==> src/rtl/lsu_align.sv <==
// rtl/lsu_align.sv - load/store alignment unit: word-aligned memory accesses, misaligned split, load extension
module lsu_align #(
  parameter int DM_ADDRESS = 9,
  parameter int DATA_W     = 32
) (
  input  logic                  clk,
  input  logic                  reset,
  input  logic                  req_valid,
  output logic                  req_ready,
  input  logic                  req_we,
  input  logic [2:0]            req_funct3,
  input  logic [DM_ADDRESS-1:0] req_addr,
  input  logic [DATA_W-1:0]     req_wdata,
  output logic                  resp_valid,
  output logic [DATA_W-1:0]     resp_rdata,
  output logic                  dm_re,
  output logic                  dm_we,
  output logic [DM_ADDRESS-1:0] dm_addr,
  output logic [3:0]            dm_be,
  output logic [DATA_W-1:0]     dm_wd,
  input  logic [DATA_W-1:0]     dm_rdata
);

  typedef enum logic [1:0] {IDLE, ACC0, ACC1, DONE} state_t;

  state_t                state;
  state_t                state_nxt;
  logic                  we_q;
  logic [2:0]            funct3_q;
  logic [DM_ADDRESS-1:0] addr_q;
  logic [DATA_W-1:0]     wdata_q;
  logic [DATA_W-1:0]     lo_q;

  logic [1:0]            off;
  logic [1:0]            size;
  logic [3:0]            mask;
  logic                  split;
  logic                  sign_ld;
  logic [2:0]            rshift;
  logic [DM_ADDRESS-1:0] word0;
  logic [DM_ADDRESS-1:0] word1;
  logic [3:0]            be0;
  logic [3:0]            be1;
  logic [DATA_W-1:0]     wd0;
  logic [DATA_W-1:0]     wd1;
  logic [2*DATA_W-1:0]   pair;
  logic [2*DATA_W-1:0]   pair_sh;
  logic [DATA_W-1:0]     raw;
  logic [DATA_W-1:0]     ext;

  // Access size: 0 byte, 1 half, 2 word; unrecognised encodings fall back to word.
  always_comb begin
    size    = 2'd2;
    sign_ld = 1'b0;
    case (funct3_q)
      3'b000: begin size = 2'd0; sign_ld = 1'b1; end
      3'b001: begin size = 2'd1; sign_ld = 1'b1; end
      3'b100: size = 2'd0;
      3'b101: size = 2'd1;
      default: size = 2'd2;
    endcase
  end

  always_comb begin
    off = addr_q[1:0];
    case (size)
      2'd0:    mask = 4'b0001;
      2'd1:    mask = 4'b0011;
      default: mask = 4'b1111;
    endcase
    split  = ((size == 2'd1) && (off == 2'd3)) || ((size == 2'd2) && (off != 2'd0));
    rshift = 3'd4 - {1'b0, off};
    word0  = {addr_q[DM_ADDRESS-1:2], 2'b00};
    word1  = word0 + DM_ADDRESS'(4);
    be0    = mask << off;
    be1    = mask >> rshift;
    wd0    = wdata_q << {off, 3'b000};
    wd1    = wdata_q >> {rshift, 3'b000};
  end

  // Non-split loads see only the single word in the low half of the pair.
  always_comb begin
    pair    = split ? {dm_rdata, lo_q} : {{DATA_W{1'b0}}, dm_rdata};
    pair_sh = pair >> {off, 3'b000};
    raw     = pair_sh[DATA_W-1:0];
    case (size)
      2'd0:    ext = sign_ld ? {{(DATA_W-8){raw[7]}}, raw[7:0]}
                             : {{(DATA_W-8){1'b0}}, raw[7:0]};
      2'd1:    ext = sign_ld ? {{(DATA_W-16){raw[15]}}, raw[15:0]}
                             : {{(DATA_W-16){1'b0}}, raw[15:0]};
      default: ext = raw;
    endcase
  end

  always_ff @(posedge clk or posedge reset) begin
    if (reset) begin
      state <= IDLE;
    end else begin
      state <= state_nxt;
    end
  end

  always_comb begin
    state_nxt = state;
    case (state)
      IDLE:    if (req_valid) state_nxt = ACC0;
      ACC0:    state_nxt = split ? ACC1 : DONE;
      ACC1:    state_nxt = DONE;
      DONE:    state_nxt = IDLE;
      default: state_nxt = IDLE;
    endcase
  end

  always_ff @(posedge clk or posedge reset) begin
    if (reset) begin
      we_q     <= 1'b0;
      funct3_q <= 3'b000;
      addr_q   <= '0;
      wdata_q  <= '0;
      lo_q     <= '0;
    end else begin
      if ((state == IDLE) && req_valid) begin
        we_q     <= req_we;
        funct3_q <= req_funct3;
        addr_q   <= req_addr;
        wdata_q  <= req_wdata;
      end
      // Data for the ACC0 read arrives during ACC1.
      if (state == ACC1) begin
        lo_q <= dm_rdata;
      end
    end
  end

  always_comb begin
    req_ready  = 1'b0;
    resp_valid = 1'b0;
    resp_rdata = '0;
    dm_re      = 1'b0;
    dm_we      = 1'b0;
    dm_addr    = '0;
    dm_be      = 4'b0000;
    dm_wd      = '0;
    case (state)
      IDLE: req_ready = 1'b1;
      ACC0: begin
        dm_re   = !we_q;
        dm_we   = we_q;
        dm_addr = word0;
        if (we_q) begin
          dm_be = be0;
          dm_wd = wd0;
        end
      end
      ACC1: begin
        dm_re   = !we_q;
        dm_we   = we_q;
        dm_addr = word1;
        if (we_q) begin
          dm_be = be1;
          dm_wd = wd1;
        end
      end
      DONE: begin
        resp_valid = 1'b1;
        resp_rdata = we_q ? '0 : ext;
      end
      default: ;
    endcase
  end

endmodule

==> config.mk <==
export PLATFORM = sky130hd
export DESIGN_NAME = lsu_align
export DESIGN_NICKNAME = d
export VERILOG_FILES = /design/src/rtl/lsu_align.sv
export SDC_FILE = /design/constraint.sdc
export NUM_CORES = 1
export LEC_CHECK = 0
export CORE_MARGIN = 2
export CORE_UTILIZATION = 51
export DETAILED_ROUTE_END_ITERATION = 10
export GPL_ROUTABILITY_DRIVEN = 0
export PLACE_DENSITY = 0.84
export SLEW_MARGIN = 15
export SYNTH_ARGS = -nofsm -noshare
export SYNTH_HDL_FRONTEND = slang
export SYNTH_SLANG_ARGS = --single-unit
==> constraint.sdc <==
create_clock -name clk -period 4.58 [get_ports clk]
set_input_delay 0.916 -clock clk [delete_from_list [all_inputs] [get_ports clk]]
set_output_delay 0.916 -clock clk [all_outputs]
set_load 0.01 [all_outputs]
### Yosys cells after proc, flatten, opt, wreduce, memory -nomap -nowiden

Cells that the tools add are included.

| storage, ports and cells | value |
|---|---|
| flip-flop bits (word level) | 79 |
| input bits | 80 |
| output and inout port bits | 81 |
| word-level logic and storage cells | 59 |

| cells by class | value |
|---|---|
| $add $sub $neg | 2 |
| equality and inequality tests | 10 |
| shifts and indexed selects | 5 |
| mux-type cells | 23 |
| reduce and logical (&&, ||, !) cells | 13 |

Operator list:

| cell | number |
|---|---|
| $mux 32 | 6 |
| $pmux 32 s2 | 2 |
| $mux 64 | 1 |
| $shr 64x5->32 | 1 |
| $shl 32x5->32 | 1 |
| $shr 32x6->32 | 1 |
| $pmux 9 s2 | 1 |
| $pmux 4 s2 | 2 |
| $add 9x3->9 const B | 1 |
| $eq 2x2->1 const B | 4 |
| $mux 4 | 2 |
| $pmux 2 s4 | 1 |
| $reduce_or 2->1 | 4 |
| $eq 3x3->1 const B | 2 |
| $mux 1 | 6 |
| $eq 2x1->1 const B | 2 |
| $logic_not 2->1 | 2 |
| $pmux 2 s2 | 1 |
| $shl 4x2->4 | 1 |
| $shr 4x3->4 | 1 |
| $eq 3x1->1 const B | 1 |
| $logic_and 1x1->1 | 3 |
| $logic_not 3->1 | 1 |
| $sub 3x2->3 const A | 1 |
| 5 further kinds | 5 |

### Logic depth before layout (Yosys ltp)

| depth | value |
|---|---|
| depth in word-level cells | 12 |
| mapped depth | 12 |
| depth with buffers taken out | 7 |

### Least setup slack after synthesis

No wires, ideal clock.

| timing | value |
|---|---|
| path type | register -> output |
| from | reg addr_q[0] |
| to | out resp_rdata[22] |
| arrival time | 2.755 ns |
| required time | 3.664 ns |
| setup slack | 0.909 ns |
| cell stages (with the launch flop) | 13 |
| path buffers | 5 |
| cells stage by stage | dfrtp_1 > buf_2 > clkbuf_1 > inv_2 > clkbuf_1 > ha_1 > nand2b_2 > buf_4 > nand3_1 > a31oi_2 > nand4_2 > buf_2 > a32oi_1 |

| between the ends | value |
|---|---|
| longest elaborated chain between the ends | 9 |
| elaborated cells between the ends (all ways) | 12 |
| classes of those cells | eq/ne (1); shift (1); mux (6); reduce/logical (4) |

Ends and longest elaborated chain:

| element | RTL line | text |
|---|---|---|
| start, declared | 30 | `logic [DM_ADDRESS-1:0] addr_q;` |
| start signal, assigned | 125 | `addr_q <= req_addr;` |
| $eq 2x2->1 / $reduce_bool 2->1 (equally long branches) | 71 | `split = ((size == 2'd1) && (off == 2'd3)) \|\| ((size == 2'd2) && (off != 2'd0));` |
| $logic_and 1x1->1 | 71 |  |
| $logic_or 1x1->1 | 71 |  |
| $mux 64 | 83 | `pair = split ? {dm_rdata, lo_q} : {{DATA_W{1'b0}}, dm_rdata};` |
| $shr 64x5->32 (*) | 84 | `pair_sh = pair >> {off, 3'b000};` |
| $mux 32 (on tied branches) | 89, 87 |  |
| $pmux 32 s2 (*) | 86 | `case (size)` |
| $mux 32 (*) | 166 | `resp_rdata = we_q ? '0 : ext;` |
| $mux 32 (*) | 144 | `case (state)` |
| end, declared | 15 | `output logic [DATA_W-1:0] resp_rdata,` |

Every way passes the cells marked *; elsewhere a longest branch is shown, timed or not.

### Worst setup path after layout

| timing | value |
|---|---|
| from | reg addr_q[0] |
| to | out dm_wd[30] |

| between the ends | value |
|---|---|
| longest elaborated chain between the ends | 4 |
| elaborated cells between the ends (all ways) | 6 |
| classes of those cells | add/sub (1); shift (2); mux (3) |

Ends and longest elaborated chain:

| element | RTL line | text |
|---|---|---|
| $sub 3x2->3 | 72 | `rshift = 3'd4 - {1'b0, off};` |
| $shr 32x6->32 | 78 | `wd1 = wdata_q >> {rshift, 3'b000};` |
| $mux 32 | 159 | `if (we_q) begin` |
| $pmux 32 s2 (*) | 144 |  |
| end, declared | 20 | `output logic [DATA_W-1:0] dm_wd,` |

Marked as above.

==> flow_results.xml <==
<?xml version="1.0" encoding="UTF-8"?>
<metrics>
  <group name="outcome">
    <metric name="status" unit="">finished, final reports clean</metric>
  </group>
  <group name="drt">
    <metric name="initialDrtViolationCount" unit="">796</metric>
    <metric name="vias_per_cell" unit="">6.44</metric>
    <metric name="wl" unit="um">20200</metric>
    <metric name="drt-pass1-iter-count" unit="">6</metric>
    <metric name="routed-via-count" unit="">6348</metric>
    <metric name="post-route-drc-count" unit="">0</metric>
    <metric name="drt-wirelength-per-cell" unit="um">20.5</metric>
    <metric name="final_antenna_net_count" unit="">0</metric>
  </group>
  <group name="timing">
    <metric name="fin_crit_sh" unit="%">95.2</metric>
    <metric name="max-slew-margin-rel" unit="%">29.5</metric>
    <metric name="finalClockSkew" unit="ns">0.00539</metric>
    <metric name="finalSetupViolations" unit="">0</metric>
    <metric name="period_minus_slack" unit="ns">4.36</metric>
    <metric name="clock.fmax" unit="GHz">0.229</metric>
    <metric name="totalNegativeSetupSlack" unit="ns">0</metric>
    <metric name="timing_max_transition_violations_final" unit="">0</metric>
    <metric name="rsz0062_at_grt" unit="">no</metric>
    <metric name="hold_violations" unit="">0</metric>
    <metric name="worst_slew_pin_slew" unit="ns">1.05</metric>
  </group>
  <group name="synthesis">
    <metric name="ys_top_cells_by_count" unit="">sky130_fd_sc_hd__mux2_2, sky130_fd_sc_hd__nand2_1, sky130_fd_sc_hd__dfrtp_1, sky130_fd_sc_hd__o21ai_0, sky130_fd_sc_hd__mux2i_1</metric>
    <metric name="async_reset_ff_share" unit="%">100</metric>
    <metric name="post_synth_num_cell_types" unit="">56</metric>
    <metric name="post_synth_instance_area" unit="um2">6380</metric>
    <metric name="yosys_register_bits" unit="">79</metric>
    <metric name="postSynthCellCount" unit="">686</metric>
    <metric name="yosys_warnings" unit="">0</metric>
    <metric name="synth_enable_flop_cells" unit="">0</metric>
    <metric name="synthDominantAreaCellType" unit="">sky130_fd_sc_hd__dfrtp_1</metric>
    <metric name="synthesis.area_per_instance" unit="um2">9.30</metric>
    <metric name="synth.yosys.seq_area_share" unit="%">31.0</metric>
    <metric name="synthDominantCellAreaShare" unit="%">31.0</metric>
    <metric name="synth_area_leaders" unit="">sky130_fd_sc_hd__dfrtp_1, sky130_fd_sc_hd__mux2_2, sky130_fd_sc_hd__mux2i_1</metric>
    <metric name="post-synth-top-count-cell" unit="">sky130_fd_sc_hd__mux2_2</metric>
    <metric name="ys.flop_type" unit="">sky130_fd_sc_hd__dfrtp_1</metric>
  </group>
  <group name="layout">
    <metric name="drive_above_1_share" unit="%">19.8</metric>
    <metric name="antenna-diode-count" unit="">0</metric>
    <metric name="area_growth" unit="%">31.3</metric>
    <metric name="final_cells" unit="">985</metric>
    <metric name="finish.net_count" unit="">899</metric>
  </group>
  <group name="clock_network">
    <metric name="insertion_delay" unit="ns">0.34</metric>
    <metric name="cts_repair_resize_count" unit="">0</metric>
    <metric name="cts_buffer_depth" unit="">2</metric>
    <metric name="cts_tree" unit="">yes</metric>
    <metric name="cts-root-buf" unit="">sky130_fd_sc_hd__clkbuf_16</metric>
    <metric name="path_clk_slew" unit="ns">0.06</metric>
    <metric name="cts_setup_buffers" unit="">0</metric>
    <metric name="clock_tree.htree_level_count" unit="">3</metric>
    <metric name="cts_hold_repair.buffers" unit="">0</metric>
    <metric name="cts_made_buffers" unit="">9</metric>
    <metric name="tritoncts_num_sinks" unit="">79</metric>
  </group>
  <group name="floorplan">
    <metric name="die_w" unit="um">116</metric>
    <metric name="start_util" unit="%">52.7</metric>
    <metric name="dieHeight" unit="um">116</metric>
    <metric name="fp-row-count" unit="">40</metric>
    <metric name="die_area" unit="um2">13400</metric>
    <metric name="area_of_the_core" unit="um2">12100</metric>
    <metric name="io_pins" unit="">161</metric>
  </group>
  <group name="worst_setup_path">
    <metric name="element_type_at_the_critical_path_start" unit="">register</metric>
    <metric name="worst_setup_path_end_kind" unit="">output pin</metric>
    <metric name="required_time_of_the_critical_path" unit="ns">3.66</metric>
    <metric name="timing_worst_setup_path_type" unit="">reg2out</metric>
    <metric name="cp_data_arrival_time" unit="ns">3.44</metric>
    <metric name="maximum_fanout_count_along_the_critical_path" unit="">25</metric>
  </group>
  <group name="placed_design">
    <metric name="hpwlAfterDp" unit="um">14000</metric>
    <metric name="io_buffers" unit="">158</metric>
    <metric name="dpl.cell_count" unit="">969</metric>
  </group>
  <group name="global_route">
    <metric name="grt_first_pass_wirelength" unit="um">32100</metric>
    <metric name="grt_start_max_net_pins" unit="">59</metric>
    <metric name="overflow" unit="">0</metric>
    <metric name="globalRouteTotalUtil" unit="%">30.5</metric>
    <metric name="number_of_antenna_violations_at_the_first_check_in_global_routing" unit="">0</metric>
    <metric name="grt_pass1_vias" unit="">6236</metric>
  </group>
  <group name="pwr">
    <metric name="p_per_area" unit="nW/um2">789</metric>
    <metric name="power.leakage" unit="uW">0.00331</metric>
    <metric name="vdd_ir_drop_max" unit="uV">624</metric>
    <metric name="totalPowerFinal" unit="uW">6610</metric>
  </group>
  <group name="worst_hold_path">
    <metric name="hold_path_class" unit="">reg2reg</metric>
  </group>
  <group name="flow_run">
    <metric name="timing.max_cap.violations" unit="">0</metric>
  </group>
</metrics>
[cell type report]
cell class	instances	area [um2]
Multi-Input combinational cell	539	4100
Fill cell	923	3740
Sequential cell	79	1980
Timing Repair Buffer	174	1700
Clock buffer	14	284
Tap cell	168	210
Clock inverter	2	60.1
Inverter	9	35.0
[layout by cell type (no fill, tap or decap), types with 8 or more instances in the layout]
| cell type | instances |
|---|---|
| sky130_fd_sc_hd__a211oi_1 | 16 |
| sky130_fd_sc_hd__a21oi_1 | 8 |
| sky130_fd_sc_hd__a22oi_1 | 27 |
| sky130_fd_sc_hd__a2bb2oi_1 | 13 |
| sky130_fd_sc_hd__a31oi_1 | 17 |
| sky130_fd_sc_hd__a32oi_1 | 16 |
| sky130_fd_sc_hd__and3_1 | 9 |
| sky130_fd_sc_hd__buf_4 | 16 |
| sky130_fd_sc_hd__clkbuf_16 | 9 |
| sky130_fd_sc_hd__clkdlybuf4s50_1 | 158 |
| sky130_fd_sc_hd__dfrtp_1 | 77 |
| sky130_fd_sc_hd__mux2_2 | 109 |
| sky130_fd_sc_hd__mux2i_1 | 43 |
| sky130_fd_sc_hd__nand2_1 | 85 |
| sky130_fd_sc_hd__nand2b_1 | 11 |
| sky130_fd_sc_hd__nand3_1 | 18 |
| sky130_fd_sc_hd__nor2_1 | 40 |
| sky130_fd_sc_hd__o21ai_0 | 52 |
[report_power, final]
group	internal [uW]	switching, uW
Sequential	1070	464
Combinational	2040	2220
Clock	537	287
[cells by family after synthesis]
group / count (synthesis) / synth area share, %
compound gates: 178 / 19.7
xor+xnor: 1 / 0.137
simple gates: 192 / 14.4
flops: 79 / 31.0
fa+ha+maj: 7 / 1.37
buf+inv: 69 / 4.90
mux: 159 / 28.5
other cells: 1 / 0.0588
[flip-flops by register name, indices dropped and copies added, names as in the netlist]
| name | count |
|---|---|
| lo_q | 32 |
| wdata_q | 32 |
| state | 2 |
| we_q | 1 |
| funct3_q | 3 |
| addr_q | 9 |
[worst max-delay path: stages (launching register included)]
cell	delay, ns
sky130_fd_sc_hd__dfrtp_4	0.61
sky130_fd_sc_hd__inv_2	0.07
sky130_fd_sc_hd__ha_1	0.53
sky130_fd_sc_hd__nor3_2	0.70
sky130_fd_sc_hd__a22oi_1	0.21
sky130_fd_sc_hd__a211oi_1	0.36
sky130_fd_sc_hd__clkdlybuf4s50_1	0.61
[through the flow]
stage	hold WS, ns	area [um2]	setup slack, ns	util, %
final	0.518	8380	0.222	69.2
after global routing	0.524	8380	0.0508	69.2
after floorplan	0.477	6380	0.909	-
after CTS	0.515	8370	0.177	69.1
after global placement	0.495	8030	0.618	66.3
after detailed placement	0.500	8030	0.553	66.3
[metal layers]
metal,vias to the layer above,wire length (um),global-route usage [%]
met5,-,0,0
met4,0,718,15.2
met3,76,1780,5.13
met2,403,9690,49.5
met1,3054,8010,39.8
li1,2815,-,-
[path summary, 6_finish.rpt]
path	startpoint	endpoint	slack (ns)	cells after the start
min reg2reg	lo_q[14]	lo_q[14]	0.52	1
max in group asynchronous	reset	wdata_q[3]	2.59	3
max reg2reg	state[0]	wdata_q[6]	2.46	4
min	lo_q[14]	lo_q[14]	0.52	1
max	addr_q[0]	dm_wd[30]	0.22	6
min in group asynchronous	reset	lo_q[10]	1.11	2
Note: power is estimated with default switching activity, not from simulation.
